### src/rtl/wrr_arb_pkg.sv
// Shared types and helpers for the weighted round-robin arbiter.
package wrr_arb_pkg;

    typedef enum logic [0:0] {
        IDLE = 1'b0,
        HOLD = 1'b1
    } state_e;

    localparam int MAX_N = 32;

    // Index to one-hot; callers narrow the result to their requester count.
    function automatic logic [MAX_N-1:0] to_onehot(input int unsigned idx);
        return MAX_N'(1) << idx;
    endfunction

endpackage

### src/rtl/rr_prio_pick.sv
// Combinational rotating-priority picker: first set req bit at or after ptr, wrapping.
module rr_prio_pick #(
    parameter  int N  = 4,
    localparam int IW = $clog2(N)
) (
    input  logic [N-1:0]  req,
    input  logic [IW-1:0] ptr,
    output logic          found,
    output logic [IW-1:0] idx
);

    logic [IW-1:0] j_s;

    // Walk offsets from farthest to nearest so the nearest requester is written last.
    always_comb begin
        found = 1'b0;
        idx   = '0;
        j_s   = '0;
        for (int k = N - 1; k >= 0; k--) begin
            j_s = IW'((int'(ptr) + k) % N);
            if (req[j_s]) begin
                found = 1'b1;
                idx   = j_s;
            end else begin
                found = found;
            end
        end
    end

endmodule

### src/rtl/weighted_rr_arbiter.sv
// N-way weighted round-robin arbiter with registered one-hot grant and burst credit.
// Optional macro WRR_LOCK_EN adds a lock input that holds the grant past its credit.
module weighted_rr_arbiter
    import wrr_arb_pkg::*;
#(
    parameter  int N  = 4,
    parameter  int WW = 4,
    localparam int IW = $clog2(N)
) (
    input  logic            clk,
    input  logic            rst,
    input  logic            en,
    input  logic [N-1:0]    req,
    input  logic [N*WW-1:0] weight,
`ifdef WRR_LOCK_EN
    input  logic            lock,
`endif
    output logic [N-1:0]    grant,
    output logic [IW-1:0]   grant_ID,
    output logic            grant_valid,
    output logic [WW-1:0]   credit_left
);

    state_e        state_q, state_d;
    logic [N-1:0]  grant_q, grant_d;
    logic [IW-1:0] id_q, id_d;
    logic [IW-1:0] ptr_q, ptr_d;
    logic [WW-1:0] credit_q, credit_d;
    logic          valid_q, valid_d;

    logic          found_s;
    logic [IW-1:0] pick_idx_s;
    logic [WW-1:0] w_sel_s;
    logic          keep_s;
    logic          lock_keep_s;

    rr_prio_pick #(.N(N)) u_pick (
        .req   (req),
        .ptr   (ptr_q),
        .found (found_s),
        .idx   (pick_idx_s)
    );

    // Weight of the candidate winner, selected with constant indices only.
    always_comb begin
        w_sel_s = '0;
        for (int i = 0; i < N; i++) begin
            if (pick_idx_s == IW'(i)) begin
                w_sel_s = weight[i*WW +: WW];
            end else begin
                w_sel_s = w_sel_s;
            end
        end
    end

    assign keep_s = (state_q == HOLD) && req[id_q] && (credit_q > WW'(1));
`ifdef WRR_LOCK_EN
    assign lock_keep_s = (state_q == HOLD) && req[id_q] && lock;
`else
    assign lock_keep_s = 1'b0;
`endif

    // Next-state: disable, continue burst, locked hold, new winner, or go idle.
    always_comb begin
        state_d  = state_q;
        grant_d  = grant_q;
        id_d     = id_q;
        ptr_d    = ptr_q;
        credit_d = credit_q;
        valid_d  = valid_q;
        if (!en) begin
            state_d  = IDLE;
            grant_d  = '0;
            id_d     = '0;
            credit_d = '0;
            valid_d  = 1'b0;
        end else if (keep_s) begin
            credit_d = credit_q - WW'(1);
        end else if (lock_keep_s) begin
            credit_d = credit_q;
        end else if (found_s) begin
            state_d  = HOLD;
            grant_d  = N'(to_onehot(int'(pick_idx_s)));
            id_d     = pick_idx_s;
            credit_d = (w_sel_s == '0) ? WW'(1) : w_sel_s;
            ptr_d    = (pick_idx_s == IW'(N - 1)) ? '0 : pick_idx_s + IW'(1);
            valid_d  = 1'b1;
        end else begin
            state_d  = IDLE;
            grant_d  = '0;
            id_d     = '0;
            credit_d = '0;
            valid_d  = 1'b0;
        end
    end

    // State and output registers.
    always_ff @(posedge clk or posedge rst) begin
        if (rst) begin
            state_q  <= IDLE;
            grant_q  <= '0;
            id_q     <= '0;
            ptr_q    <= '0;
            credit_q <= '0;
            valid_q  <= 1'b0;
        end else begin
            state_q  <= state_d;
            grant_q  <= grant_d;
            id_q     <= id_d;
            ptr_q    <= ptr_d;
            credit_q <= credit_d;
            valid_q  <= valid_d;
        end
    end

    assign grant       = grant_q;
    assign grant_ID    = id_q;
    assign grant_valid = valid_q;
    assign credit_left = credit_q;

endmodule

### config.mk
export PLATFORM = sky130hd
export DESIGN_NAME = weighted_rr_arbiter
export DESIGN_NICKNAME = d
export VERILOG_FILES = /design/src/rtl/wrr_arb_pkg.sv /design/src/rtl/rr_prio_pick.sv /design/src/rtl/weighted_rr_arbiter.sv
export SDC_FILE = /design/constraint.sdc
export NUM_CORES = 1
export LEC_CHECK = 0
export CAP_MARGIN = 0
export CELL_PAD_IN_SITES_DETAIL_PLACEMENT = 1
export CELL_PAD_IN_SITES_GLOBAL_PLACEMENT = 1
export CORE_UTILIZATION = 34
export CTS_BUF_LIST = sky130_fd_sc_hd__clkbuf_8
export CTS_CLUSTER_DIAMETER = 40
export DETAILED_ROUTE_END_ITERATION = 6
export GPL_TIMING_DRIVEN = 0
export HOLD_SLACK_MARGIN = 0.08
export PLACE_DENSITY_LB_ADDON = 0.1
export SLEW_MARGIN = 0
export SYNTH_ARGS = -nofsm -noshare
export SYNTH_HDL_FRONTEND = slang
export SYNTH_HIERARCHICAL = 1
export SYNTH_SLANG_ARGS = --single-unit
### constraint.sdc
create_clock -name clk -period 2.3 [get_ports clk]
set_input_delay 0.23 -clock clk [delete_from_list [all_inputs] [get_ports clk]]
set_output_delay 0.23 -clock clk [all_outputs]
set_load 0.05 [all_outputs]
# Yosys cells after proc, flatten, opt, wreduce, memory -nomap -nowiden
# Index checks and enable logic that the tools add are counted.
word_totals:
  word_cells: 63
  out_inout_bits: 11
  inputBits: 23
  regBits: 13
classes:
  bitwise_logic: 1
  eq_ne: 4
  n_shift: 1
  n_mux: 36
  order_cmp: 6
  reduce_logical: 5
  add_sub_neg: 5
ops:
  columns: ["operator", "count"]
  rows:
  - ["two-way mux 4 bit", 11]
  - ["two-way mux 2 bit", 8]
  - ["< comparator 2 x 3 -> 1 bit, second input constant", 5]
  - ["two-way mux 1 bit", 12]
  - ["binary-select mux 1 bit (select 2 bit)", 5]
  - ["adder 2 x 1 -> 2 bit, second input constant", 2]
  - ["adder 2 bit, second input constant", 2]
  - ["== test 2 bit, second input constant", 2]
  - ["> comparator 4 x 1 -> 1 bit, second input constant", 1]
  - ["zero test 4 bit", 1]
  - ["<< shifter 1 x 2 -> 4 bit, first input constant", 1]
  - ["subtractor 4 x 1 -> 4 bit, second input constant", 1]
  - ["AND reduction 3 bit", 1]
  - ["== test 2 x 1 -> 1 bit, second input constant", 1]
  - ["logical AND 1 bit", 2]
  - ["zero test 2 bit", 1]
  - ["!= test 2 bit, second input constant", 1]
  - ["inverter 1 bit", 1]

# Longest topological paths before layout
# Gate-level depths: netlist of run 1.
depth:
  depth_word: 17
  mapped_depth: 10
  ltp_nobuf: 9

# Hierarchy
# The synthesis of run 1 kept the hierarchy.
by_module_without_submodules:
  columns: ["mod", "n_inst", "seq_area_each_um2", "cells_each", "area_per_inst_um2"]
  rows:
  - ["weighted_rr_arbiter", 1, 325.3, 78, 854.6]
  - ["rr_prio_pick", 1, 0.0, 13, 77.6]

# Worst setup path before layout of run 1
# OpenSTA, ideal clock, no wires.
synth_path:
  path_type: "reg-to-reg"
  from: "register ptr_q[1]"
  to: "register credit_q[0], in the netlist credit_left[0]"
  slack_ns: 0.163
  setup_ns: 0.087
  period_less_slack_ns: 2.137
  stages_incl_launch_ff: 9
  t_arrival_ns: 2.050
  n_path_buf: 0
  t_required_ns: 2.213
  path_cell_list: "dfrtp_1 mux2i_1 a211oi_2 inv_1 ha_1 and3b_1 a2111oi_2 o311ai_0 a22oi_1"
synth_between:
  elab_chain_len: 17
  word_cells_on_any_way: 32
  classes_between: "add/sub: 3; eq/ne: 3; mux: 24; reduce/logical: 2"
synth_rtl:
  columns: ["item", "line", "source"]
  rows:
  - ["start, declared", "weighted_rr_arbiter.sv:27", "logic [IW-1:0] ptr_q, ptr_d;"]
  - ["start signal, assigned", "weighted_rr_arbiter.sv:110", "ptr_q <= ptr_d;"]
  - ["adder 2 bit", "rr_prio_pick.sv:20", "j_s = IW'((int'(ptr) + k) % N);"]
  - ["binary-select mux 1 bit (select 2 bit)", "rr_prio_pick.sv:21", "if (req[j_s]) begin"]
  - ["two-way mux 1 bit (implied by the code)", "rr_prio_pick.sv:21", null]
  - ["two-way mux 2 bit (3 in series)", "rr_prio_pick.sv:21", null]
  - ["two-way mux 2 bit *", "rr_prio_pick.sv:21", null]
  - ["net pick_idx_s[0]", "weighted_rr_arbiter.sv:32", "logic [IW-1:0] pick_idx_s;"]
  - ["zero test 2 bit", "weighted_rr_arbiter.sv:48", "if (pick_idx_s == IW'(i)) begin"]
  - ["two-way mux 4 bit (3 in series)", "weighted_rr_arbiter.sv:48", null]
  - ["two-way mux 4 bit *", "weighted_rr_arbiter.sv:48", null]
  - ["zero test 4 bit", "weighted_rr_arbiter.sv:85", "credit_d = (w_sel_s == '0) ? WW'(1) : w_sel_s;"]
  - ["two-way mux 4 bit *", "weighted_rr_arbiter.sv:85", null]
  - ["two-way mux 4 bit *", "weighted_rr_arbiter.sv:81", "end else if (found_s) begin"]
  - ["two-way mux 4 bit *", "weighted_rr_arbiter.sv:77", "end else if (keep_s) begin"]
  - ["two-way mux 4 bit *", "weighted_rr_arbiter.sv:71", "if (!en) begin"]
  - ["net credit_d[0]", "weighted_rr_arbiter.sv:28", "logic [WW-1:0] credit_q, credit_d;"]
  - ["end signal, assigned", "weighted_rr_arbiter.sv:111", "credit_q <= credit_d;"]
  - ["end, declared", "weighted_rr_arbiter.sv:28", null]
# The timed path passes the listed nets; every way through them passes the cells marked *. The select of a mux whose other input is x is not followed.
# A chain may end at the register's enable or synchronous reset.

# Final worst setup path of run 1
# Same ends and word-level chain as after synthesis.

==> results of run 1 <==
==> metrics by stage <==
step                instance area (um^2)  setup TNS (ns)  hold WS [ns]   util  setup WS (ns)
finish                              1420               0         0.321  0.557          0.134
global route                        1420         -0.0187         0.362  0.557        -0.0187
CTS                                 1390               0         0.330  0.547         0.0207
detailed placement                  1300           -1.65         0.482  0.511         -0.552
global placement                    1300           -1.17         0.488  0.511         -0.413
floorplan                            932               0         0.107      -          0.163
==> worst min path at each step <==
stage | startpoint | endpoint | slack (ns) | depth (start not counted)
detailed placement | grant[2]$_DFFE_PP0P_ | grant[2]$_DFFE_PP0P_ | 0.48 | 1
floorplan | rst | credit_left[0]$_DFF_PP0_ | 0.11 | 1
global route | rst | grant_valid$_DFFE_PP0P_ | 0.36 | 2
global placement | grant[0]$_DFFE_PP0P_ | grant[0]$_DFFE_PP0P_ | 0.49 | 1
CTS | rst | grant_valid$_DFFE_PP0P_ | 0.33 | 2
finish | rst | grant_valid$_DFFE_PP0P_ | 0.32 | 2
==> logic make-up after synthesis <==
logic type,after synthesis,share of synthesized area
compound gates,25,0.246
xor+xnor,2,0.0188
simple gates,31,0.187
buf+inv,10,0.0524
mux,4,0.0671
flops,13,0.349
fa+ha+maj,6,0.0805
==> where the power goes <==
group          internal (mW)  total, mW  switching [mW]  leakage, nW
Combinational          0.491       1.08           0.587        0.399
Clock                  0.118      0.200          0.0821       0.0269
Sequential             0.307      0.388          0.0812        0.167
Total                  0.915       1.67           0.750        0.593
==> placed cells by master (no fill, tap or decap), types with 2 or more instances in the layout <==
cell                              synthesis  routed
sky130_fd_sc_hd__clkdlybuf4s50_1          0      32
sky130_fd_sc_hd__dfrtp_1                 13      12
sky130_fd_sc_hd__nand2_1                  6       6
sky130_fd_sc_hd__inv_1                    6       6
sky130_fd_sc_hd__nor2_1                   6       5
sky130_fd_sc_hd__a22o_2                   4       4
sky130_fd_sc_hd__buf_4                    1       3
sky130_fd_sc_hd__nor2b_1                  3       3
sky130_fd_sc_hd__nand3b_1                 3       3
sky130_fd_sc_hd__nand2b_1                 3       3
sky130_fd_sc_hd__ha_2                     0       3
sky130_fd_sc_hd__clkbuf_8                 0       3
sky130_fd_sc_hd__and2_1                   2       2
sky130_fd_sc_hd__mux2_4                   2       2
sky130_fd_sc_hd__buf_6                    1       2
sky130_fd_sc_hd__o21ai_0                  2       2
sky130_fd_sc_hd__nor3b_2                  0       2
sky130_fd_sc_hd__a211oi_1                 3       2
sky130_fd_sc_hd__nor3b_1                  4       2
sky130_fd_sc_hd__a211o_1                  2       2
sky130_fd_sc_hd__a21oi_1                  2       2
sky130_fd_sc_hd__o22ai_1                  2       2
sky130_fd_sc_hd__ha_1                     6       2
sky130_fd_sc_hd__a211oi_2                 1       2
==> timing repair <==
item / in CTS / in global routing
endpoints found under the setup margin: 4 / 3
resized for setup: 8 / 9
pin swaps: 3 / 2
setup buffers: 2 / 0
==> worst register-to-register path: stages, from the launching register on <==
cell and delay (ns):
sky130_fd_sc_hd__dfrtp_2 0.45, sky130_fd_sc_hd__mux2i_1 0.14, sky130_fd_sc_hd__a211oi_2 0.28, sky130_fd_sc_hd__buf_4 0.18, sky130_fd_sc_hd__ha_2 0.22, sky130_fd_sc_hd__buf_6 0.16, sky130_fd_sc_hd__a211oi_1 0.06, sky130_fd_sc_hd__a211o_1 0.33
sky130_fd_sc_hd__o311ai_0 0.10, sky130_fd_sc_hd__a22oi_1 0.11
==> registers in the layout, summed over array words and instances (netlist names) <==
name and cells:
credit_left 4, grant 4, grant_ID 2, grant_valid 1, ptr_q 2
==> metal layers <==
layer  GRT usage  wire length, um  vias up
met2       0.348             1340       23
met1       0.234             1170      415
met4      0.0385                0        0
met3      0.0417               71        0
li1            -                -      410
met5           0                0        -
==> layout make-up <==
cell class / instances / area (um^2)
buffer: 3 / 30.0
clock inverter: 1 / 3.75
tap: 30 / 37.5
sequential: 13 / 327
timing repair buffer: 35 / 348
multi-input combinational: 68 / 608
fill: 291 / 1130
inverter: 6 / 22.5
clock buffer: 3 / 41.3
==> impl_metrics.toml, run 1 <==
[run_status]
status = "finished, final reports clean"

[place]
numPlacedInstances = 154
detailed_place_hpwl_mm = 1.99
io_buffer_count = 33
place_congestion = 0.750

[clock_tree]
number_of_h_tree_levels = 1
path_clk_slew_ns = 0.06
clock_tree.root_cell = "sky130_fd_sc_hd__clkbuf_8"
tritoncts_clock_tree = "built"
cts_hold_buf = 0
cts_made_buffers = 3
max-clock-path-buffers = 2
cts_sinks = 13
insertion_delay_ns = 0.24

[worst_setup_path]
critical_path.max_stage_delay_ns = 0.45
timing.critical_path.fanout_max = 10
worst-path-stages = 9
critPathLaunch = "ptr_q[1]$_DFFE_PP0P_"
criticalPathCategory = "flop to flop"
end_kind = "flop"
critical_path.top_delay_family = "compound AO/OA/AOI/OAI gates"
source_of_the_worst_register_to_register_timing_path = "ptr_q[1]$_DFFE_PP0P_"
r2r_setup_slack_ns = 0.13
critical_path.reg2reg.endpoint = "credit_left[0]$_DFF_PP0_"
crit_required_ns = 2.40
cp_cell_sequence = "mux2i_1, a211oi_2, buf_4, ha_2, buf_6, a211oi_1, a211o_1, o311ai_0, a22oi_1"
cp-endpoint = "credit_left[0]$_DFF_PP0_"
ff2ff_path_depth = 9
crit_path_start_kind = "flop"
worst_endpoint_data_arrival_time_ns = 2.27
crit_path_top_delay_cell = "sky130_fd_sc_hd__dfrtp_2"
critical_path.n_buffers_inverters = 2

[finish]
area_growth_syn_to_layout_pct = 52.1
design.final.nets = 159
antennaDiodeCount = 0
layoutNonFillerInstCount = 159
final_layout_size_suffix_gt1_frac = 0.248

[die]
die-width_um = 54.4
design.die.area_um2 = 2960
vertical_extent_of_the_die_um = 54.4
core_area_um2 = 2540
row_count = 18
top_level_ports = 34
floorplan.initialDensity = 0.366

[routing]
vias_per_cell = 5.33
drt_wl_total_mm = 2.58
drt-wirelength-per-cell_um = 16.2
drtPass1Iterations = 4
route.antenna.remaining_nets = 0
remaining_drc_errors = 0
drt_first_iter_violations = 15
vias = 848

[sta]
grt_setup_unrepaired = "yes"
hold_viol = 0
final_min_period_over_clock_period = 0.942
final.min_clock_period_ns = 2.17
finClkSkew_ns = 0.00185
fmax_mhz = 462
slew_viol_final = 0
setup_violations = 0
maxSlewHeadroom = 0.650
worst_margin_pin_slew_ns = 0.524

[synth]
synth_top_cells_by_area = "sky130_fd_sc_hd__dfrtp_1 (35%), sky130_fd_sc_hd__ha_1 (8.1%), sky130_fd_sc_hd__a22o_2 (4.3%), sky130_fd_sc_hd__mux2_4 (3.2%), sky130_fd_sc_hd__nor3b_1 (3.2%)"
postSynthNetCount = 120
yosys_warnings = 6
synthMostInstantiatedCell = "sky130_fd_sc_hd__dfrtp_1"
synth_sequential_area_ratio = 0.349
post_synth_most_frequent_cells = "sky130_fd_sc_hd__dfrtp_1 (13), sky130_fd_sc_hd__ha_1 (6), sky130_fd_sc_hd__inv_1 (6), sky130_fd_sc_hd__nand2_1 (6), sky130_fd_sc_hd__nor2_1 (6)"
synthCells = 91
postSynthRegisterBits = 13
syn_area_um2 = 932
synth_async_sr_flop_share = 1.00
yosys.area.top_type = "sky130_fd_sc_hd__dfrtp_1"
yosys.cell_types.count = 38
synth_enable_flop_cells = 0
dominantRegCellSynth = "sky130_fd_sc_hd__dfrtp_1"
synth_top_area_frac = 0.349
synth_area_per_cell_um2 = 10.2

[power_and_ir_drop]
powerDensity_nw_per_um2 = 1170
peakVddDrop_v = 0.000630
static-leakage-power_nw = 0.593
design_power_total_mw = 1.67

[global_routing]
grt_pass1_vias = 831
largest_net_degree_at_the_start_of_global_routing = 14
groute.usage.overall = 0.193
grt_pass1_wl_mm = 3.99
grt_antenna_before_repair = 0
grt_overflow = 0

[hold_path]
hp-class = "input port to asynchronous set/reset pin"

[job]
maxCapViolations = 0
Note: power is estimated with default switching activity, not from simulation.
==> run 2: changes to the inputs <==
--- a/config.mk
+++ b/config.mk
@@ -13,8 +13,9 @@
 export CTS_CLUSTER_DIAMETER = 40
 export DETAILED_ROUTE_END_ITERATION = 6
 export GPL_TIMING_DRIVEN = 0
-export HOLD_SLACK_MARGIN = 0.08
+export HOLD_SLACK_MARGIN = 0.03
 export PLACE_DENSITY_LB_ADDON = 0.1
+export RECOVER_POWER = 100
 export SLEW_MARGIN = 0
 export SYNTH_ARGS = -nofsm -noshare
 export SYNTH_HDL_FRONTEND = slang
==> run 2 against run 1 <==
Utilization down 0.49 points. First-iteration DRC count increased by 6.7%. Highest routed layer unchanged. Wire length increased by 0.43%. Clock skew about the same. Worst setup slack got worse by 0.012 ns. Design area down 0.88%. Count of clock-buffer cells in the layout is the same. Clock power hardly changed.
==> impl_metrics.toml, run 2 (same netlist as run 1, synthesis figures left out) <==
[run_status]
status = "finished, final reports clean"

[routing]
remaining_drc_errors = 0
vias_per_cell = 5.34
route.antenna.remaining_nets = 0
drt-wirelength-per-cell_um = 16.3
drt_first_iter_violations = 16
vias = 849
drtPass1Iterations = 4
drt_wl_total_mm = 2.59

[finish]
most_common_cell_after_layout_fill_and_taps_aside = "sky130_fd_sc_hd__clkdlybuf4s50_1"
fin_util = 0.552
layoutNonFillerInstCount = 159
final_layout_size_suffix_gt1_frac = 0.233
area_growth_syn_to_layout_pct = 50.7
num-fill-cells = 292
most-common-layout-cells = "sky130_fd_sc_hd__clkdlybuf4s50_1 (20), sky130_fd_sc_hd__dfrtp_1 (12), sky130_fd_sc_hd__dlygate4sd3_1 (12), sky130_fd_sc_hd__nand2_1 (6), sky130_fd_sc_hd__inv_1 (6)"
design.final.nets = 159
fin_area_um2 = 1410
antennaDiodeCount = 0

[sta]
setup-tns-final_ns = 0
slew_viol_final = 0
final_critical_path_setup_slack_ns = 0.122
finClkSkew_ns = 0.00222
maxSlewHeadroom = 0.652
setup_violations = 0
final.min_clock_period_ns = 2.18
grt_setup_unrepaired = "yes"
hold_viol = 0
timing.hold.ws_ns = 0.457
worst_margin_pin_slew_ns = 0.522
final_min_period_over_clock_period = 0.947
fmax_mhz = 459

[die]
floorplan.initialDensity = 0.366
top_level_ports = 34
core_area_um2 = 2540
vertical_extent_of_the_die_um = 54.4
design.die.area_um2 = 2960
die-width_um = 54.4
row_count = 18

[worst_setup_path]
end_kind = "flop"
timing.critical_path.fanout_max = 5
r2r_setup_slack_ns = 0.13
crit_path_start_kind = "input port"
cp_cell_sequence = "clkdlybuf4s50_1, nor3b_2, a211oi_2, nor2_2, inv_2, ha_2, and3b_1, a2111oi_4, buf_4, o41ai_2"
criticalPathCategory = "input port to flop"
critical_path.top_delay_family = "buffers and inverters"
worst_endpoint_data_arrival_time_ns = 2.30
critical_path.n_buffers_inverters = 3
critical_path.max_stage_delay_ns = 0.56
crit_path_top_delay_cell = "sky130_fd_sc_hd__clkdlybuf4s50_1"
crit_required_ns = 2.42

[power_and_ir_drop]
peakVddDrop_v = 0.000617
powerDensity_nw_per_um2 = 1160
static-leakage-power_nw = 0.611
design_power_total_mw = 1.63

[clock_tree]
clock_tree.root_cell = "sky130_fd_sc_hd__clkbuf_8"
path_clk_slew_ns = 0.06
cts_sinks = 13
cts_made_buffers = 3
tritoncts_clock_tree = "built"
insertion_delay_ns = 0.24
max-clock-path-buffers = 2
number_of_h_tree_levels = 1

[global_routing]
grt_pass1_vias = 831
grt_pass1_wl_mm = 3.99
groute.usage.overall = 0.193
largest_net_degree_at_the_start_of_global_routing = 14
grt_overflow = 0
grt_antenna_before_repair = 0

[job]
maxCapViolations = 0

[place]
io_buffer_count = 33
dp_worst_setup_slack_ns = -0.552
place_congestion = 0.750
placed_cell_area_um2 = 1300
numPlacedInstances = 154
detailed_place_hpwl_mm = 1.99

[hold_path]
hp-class = "input port to asynchronous set/reset pin"
==> run 2: cell count changes in the layout (fill, tap and decap cells not counted) <==
cell | previous run | this run
sky130_fd_sc_hd__clkdlybuf4s50_1 | 32 | 20
sky130_fd_sc_hd__dlygate4sd3_1 | 0 | 12
sky130_fd_sc_hd__o211ai_2 | 1 | 0
sky130_fd_sc_hd__o211ai_1 | 0 | 1
sky130_fd_sc_hd__clkbuf_1 | 0 | 1
sky130_fd_sc_hd__buf_6 | 2 | 1
==> run 2: metal layers <==
metal  GRT usage  routed length, um  share of wire  up-vias
li1            -                  -              -      413
met4      0.0385                  0              0        0
met5           0                  0              0        -
met1       0.234               1170           0.45      412
met3      0.0417                 75          0.029        0
met2       0.348               1340           0.52       24
==> run 2: final timing paths <==
check | start | endpoint | depth (start not counted)
setup reg to reg | ptr_q[1]$_DFFE_PP0P_ | credit_left[0]$_DFF_PP0_ | 9
min in group clk | grant[1]$_DFFE_PP0P_ | grant[1]$_DFFE_PP0P_ | 1
hold / removal | rst | grant_valid$_DFFE_PP0P_ | 2
hold reg to reg | grant[1]$_DFFE_PP0P_ | grant[1]$_DFFE_PP0P_ | 1
max in group asynchronous | rst | ptr_q[1]$_DFFE_PP0P_ | 2
setup / recovery | req[1] | credit_left[2]$_DFF_PP0_ | 10
==> run 2: power by group <==
group	internal, mW	leakage (nW)	switching, mW	total, mW
clock	0.118	0.0269	0.0827	0.201
combinational	0.464	0.417	0.584	1.05
sequential	0.307	0.167	0.0775	0.384
total	0.888	0.611	0.744	1.63
==> run 2: cell type report <==
| class | count | area, um^2 | area share |
|---|---|---|---|
| clock buffer | 3 | 41.3 | 0.0294 |
| inverter | 6 | 22.5 | 0.0160 |
| timing repair buffer | 35 | 348 | 0.248 |
| tap | 30 | 37.5 | 0.0267 |
| clock inverter | 1 | 3.75 | 0.00267 |
| sequential | 13 | 327 | 0.232 |
| multi-input combinational | 68 | 603 | 0.429 |
| buffer | 3 | 22.5 | 0.0160 |
==> run 2: repair_timing <==
| action | in CTS | in global routing |
|---|---|---|
| pin swaps | 3 | 2 |
| buffers inserted | 2 | 0 |
| hold buffers | 0 | 0 |
| setup endpoints to repair | 4 | 3 |
| gates resized for setup | 8 | 9 |
==> run 3: changes to the inputs <==
--- a/config.mk
+++ b/config.mk
@@ -14,7 +14,7 @@
 export DETAILED_ROUTE_END_ITERATION = 6
 export GPL_TIMING_DRIVEN = 0
 export HOLD_SLACK_MARGIN = 0.03
-export PLACE_DENSITY_LB_ADDON = 0.1
+export PLACE_DENSITY_LB_ADDON = 0.08
 export RECOVER_POWER = 100
 export SLEW_MARGIN = 0
 export SYNTH_ARGS = -nofsm -noshare
==> run 3 against run 2 <==
Fmax fell by 2.4%. Non-clock buffer count rose by 1. Global-route usage rose by 1.2 points. Worst setup slack got worse by 0.055 ns.
==> impl_metrics.toml, run 3 (same netlist as run 1, synthesis figures left out) <==
[run_status]
status = "finished, final reports clean"

[sta]
final_min_period_over_clock_period = 0.971
final.min_clock_period_ns = 2.23
hold_viol = 0
finClkSkew_ns = 0.00220
grt_setup_unrepaired = "yes"
timing.hold.ws_ns = 0.472
maxSlewHeadroom = 0.648
fmax_mhz = 448
worst_margin_pin_slew_ns = 0.527
setup_violations = 0
final_critical_path_setup_slack_ns = 0.0670
slew_viol_final = 0

[global_routing]
grt_overflow = 0
grt_pass1_vias = 848
grt_antenna_before_repair = 0
grt_pass1_wl_mm = 4.20
groute.usage.overall = 0.206
largest_net_degree_at_the_start_of_global_routing = 14

[hold_path]
hp-class = "input port to asynchronous set/reset pin"

[routing]
vias_per_cell = 5.51
vias = 882
drt-wirelength-per-cell_um = 17.3
drt_wl_total_mm = 2.77
drt_first_iter_violations = 5
drtPass1Iterations = 4
remaining_drc_errors = 0
route.antenna.remaining_nets = 0

[clock_tree]
max-clock-path-buffers = 2
cts_made_buffers = 3
path_clk_slew_ns = 0.06
insertion_delay_ns = 0.24
cts_sinks = 13
tritoncts_clock_tree = "built"
number_of_h_tree_levels = 1
clock_tree.root_cell = "sky130_fd_sc_hd__clkbuf_8"

[worst_setup_path]
criticalPathCategory = "flop to flop"
end_kind = "flop"
crit_required_ns = 2.40
crit_path_start_kind = "flop"
r2r_setup_slack_ns = 0.07
worst_endpoint_data_arrival_time_ns = 2.34
source_of_the_worst_register_to_register_timing_path = "ptr_q[1]$_DFFE_PP0P_"
timing.critical_path.fanout_max = 10
ff2ff_path_depth = 10
critical_path.reg2reg.endpoint = "credit_left[0]$_DFF_PP0_"

[finish]
most_common_cell_after_layout_fill_and_taps_aside = "sky130_fd_sc_hd__clkdlybuf4s50_1"
most-common-layout-cells = "sky130_fd_sc_hd__clkdlybuf4s50_1 (20), sky130_fd_sc_hd__dfrtp_1 (12), sky130_fd_sc_hd__dlygate4sd3_1 (11), sky130_fd_sc_hd__nand2_1 (6)"
fin_util = 0.557
antennaDiodeCount = 0
final_layout_size_suffix_gt1_frac = 0.246
design.final.nets = 160
area_growth_syn_to_layout_pct = 52.1
layoutNonFillerInstCount = 160

[die]
row_count = 18
floorplan.initialDensity = 0.366
top_level_ports = 34
core_area_um2 = 2540
design.die.area_um2 = 2960
die-width_um = 54.4
vertical_extent_of_the_die_um = 54.4

[power_and_ir_drop]
design_power_total_mw = 1.67
peakVddDrop_v = 0.000651
static-leakage-power_nw = 0.605
powerDensity_nw_per_um2 = 1180

[job]
maxCapViolations = 0

[place]
place_congestion = 0.670
io_buffer_count = 33
numPlacedInstances = 154
detailed_place_hpwl_mm = 2.00
dp_worst_setup_slack_ns = -0.535
-- run 3: stage by stage --
stage | instance area, um^2 | TNS (ns)
6_report | 1420 | 0
5_1_grt | 1420 | -0.0168
4_1_cts | 1420 | 0
3_5_place_dp | 1300 | -1.31
3_3_place_gp | 1300 | -1.25
2_1_floorplan | 932 | 0
-- run 3: metal layers --
layer,GRT usage,up-vias,share of wire
li1,-,413,-
met1,0.257,447,0.43
met2,0.370,20,0.53
met3,0.0250,2,0.029
met4,0.0513,0,0.0032
met5,0,-,0
-- run 3: cell type report --
class | instances | area [um^2]
timing repair buffer | 36 | 350
clock buffer | 3 | 41.3
fill | 299 | 1130
sequential | 13 | 327
multi-input combinational | 68 | 604
buffer | 3 | 30.0
tap | 30 | 37.5
inverter | 6 | 22.5
clock inverter | 1 | 5.00
-- run 3: power breakdown --
group | switching [mW] | internal, mW
clock network | 0.0896 | 0.120
logic | 0.604 | 0.474
registers | 0.0760 | 0.306
-- run 3: timing repair --
action / 4_1_cts / 5_1_grt
hold buffers: 0 / 0
gates resized for setup: 14 / 6
pin swaps: 6 / 3
buffers inserted: 3 / 0
setup endpoints to repair: 3 / 1
-- run 3: worst max path at each step --
| stage | start | endpoint | depth (start not counted) |
|---|---|---|---|
| after global placement | req[3] | credit_left[0]$_DFF_PP0_ | 9 |
| after detailed placement | req[3] | credit_left[0]$_DFF_PP0_ | 10 |
| after CTS | ptr_q[1]$_DFFE_PP0P_ | credit_left[0]$_DFF_PP0_ | 10 |
| after global routing | ptr_q[1]$_DFFE_PP0P_ | credit_left[0]$_DFF_PP0_ | 8 |
| after floorplan | ptr_q[1]$_DFFE_PP0P_ | credit_left[0]$_DFF_PP0_ | 8 |
| final | ptr_q[1]$_DFFE_PP0P_ | credit_left[0]$_DFF_PP0_ | 10 |
-- run 3: worst max-delay path, cell delays in order (launching register included) --
cell,delay (ns)
sky130_fd_sc_hd__dfrtp_2,0.46
sky130_fd_sc_hd__nor3b_2,0.20
sky130_fd_sc_hd__a211oi_2,0.08
sky130_fd_sc_hd__nor2_2,0.22
sky130_fd_sc_hd__buf_4,0.15
sky130_fd_sc_hd__ha_2,0.22
sky130_fd_sc_hd__buf_8,0.16
sky130_fd_sc_hd__a211oi_1,0.05
sky130_fd_sc_hd__a211o_1,0.34
sky130_fd_sc_hd__o311ai_1,0.09
sky130_fd_sc_hd__a22oi_1,0.13
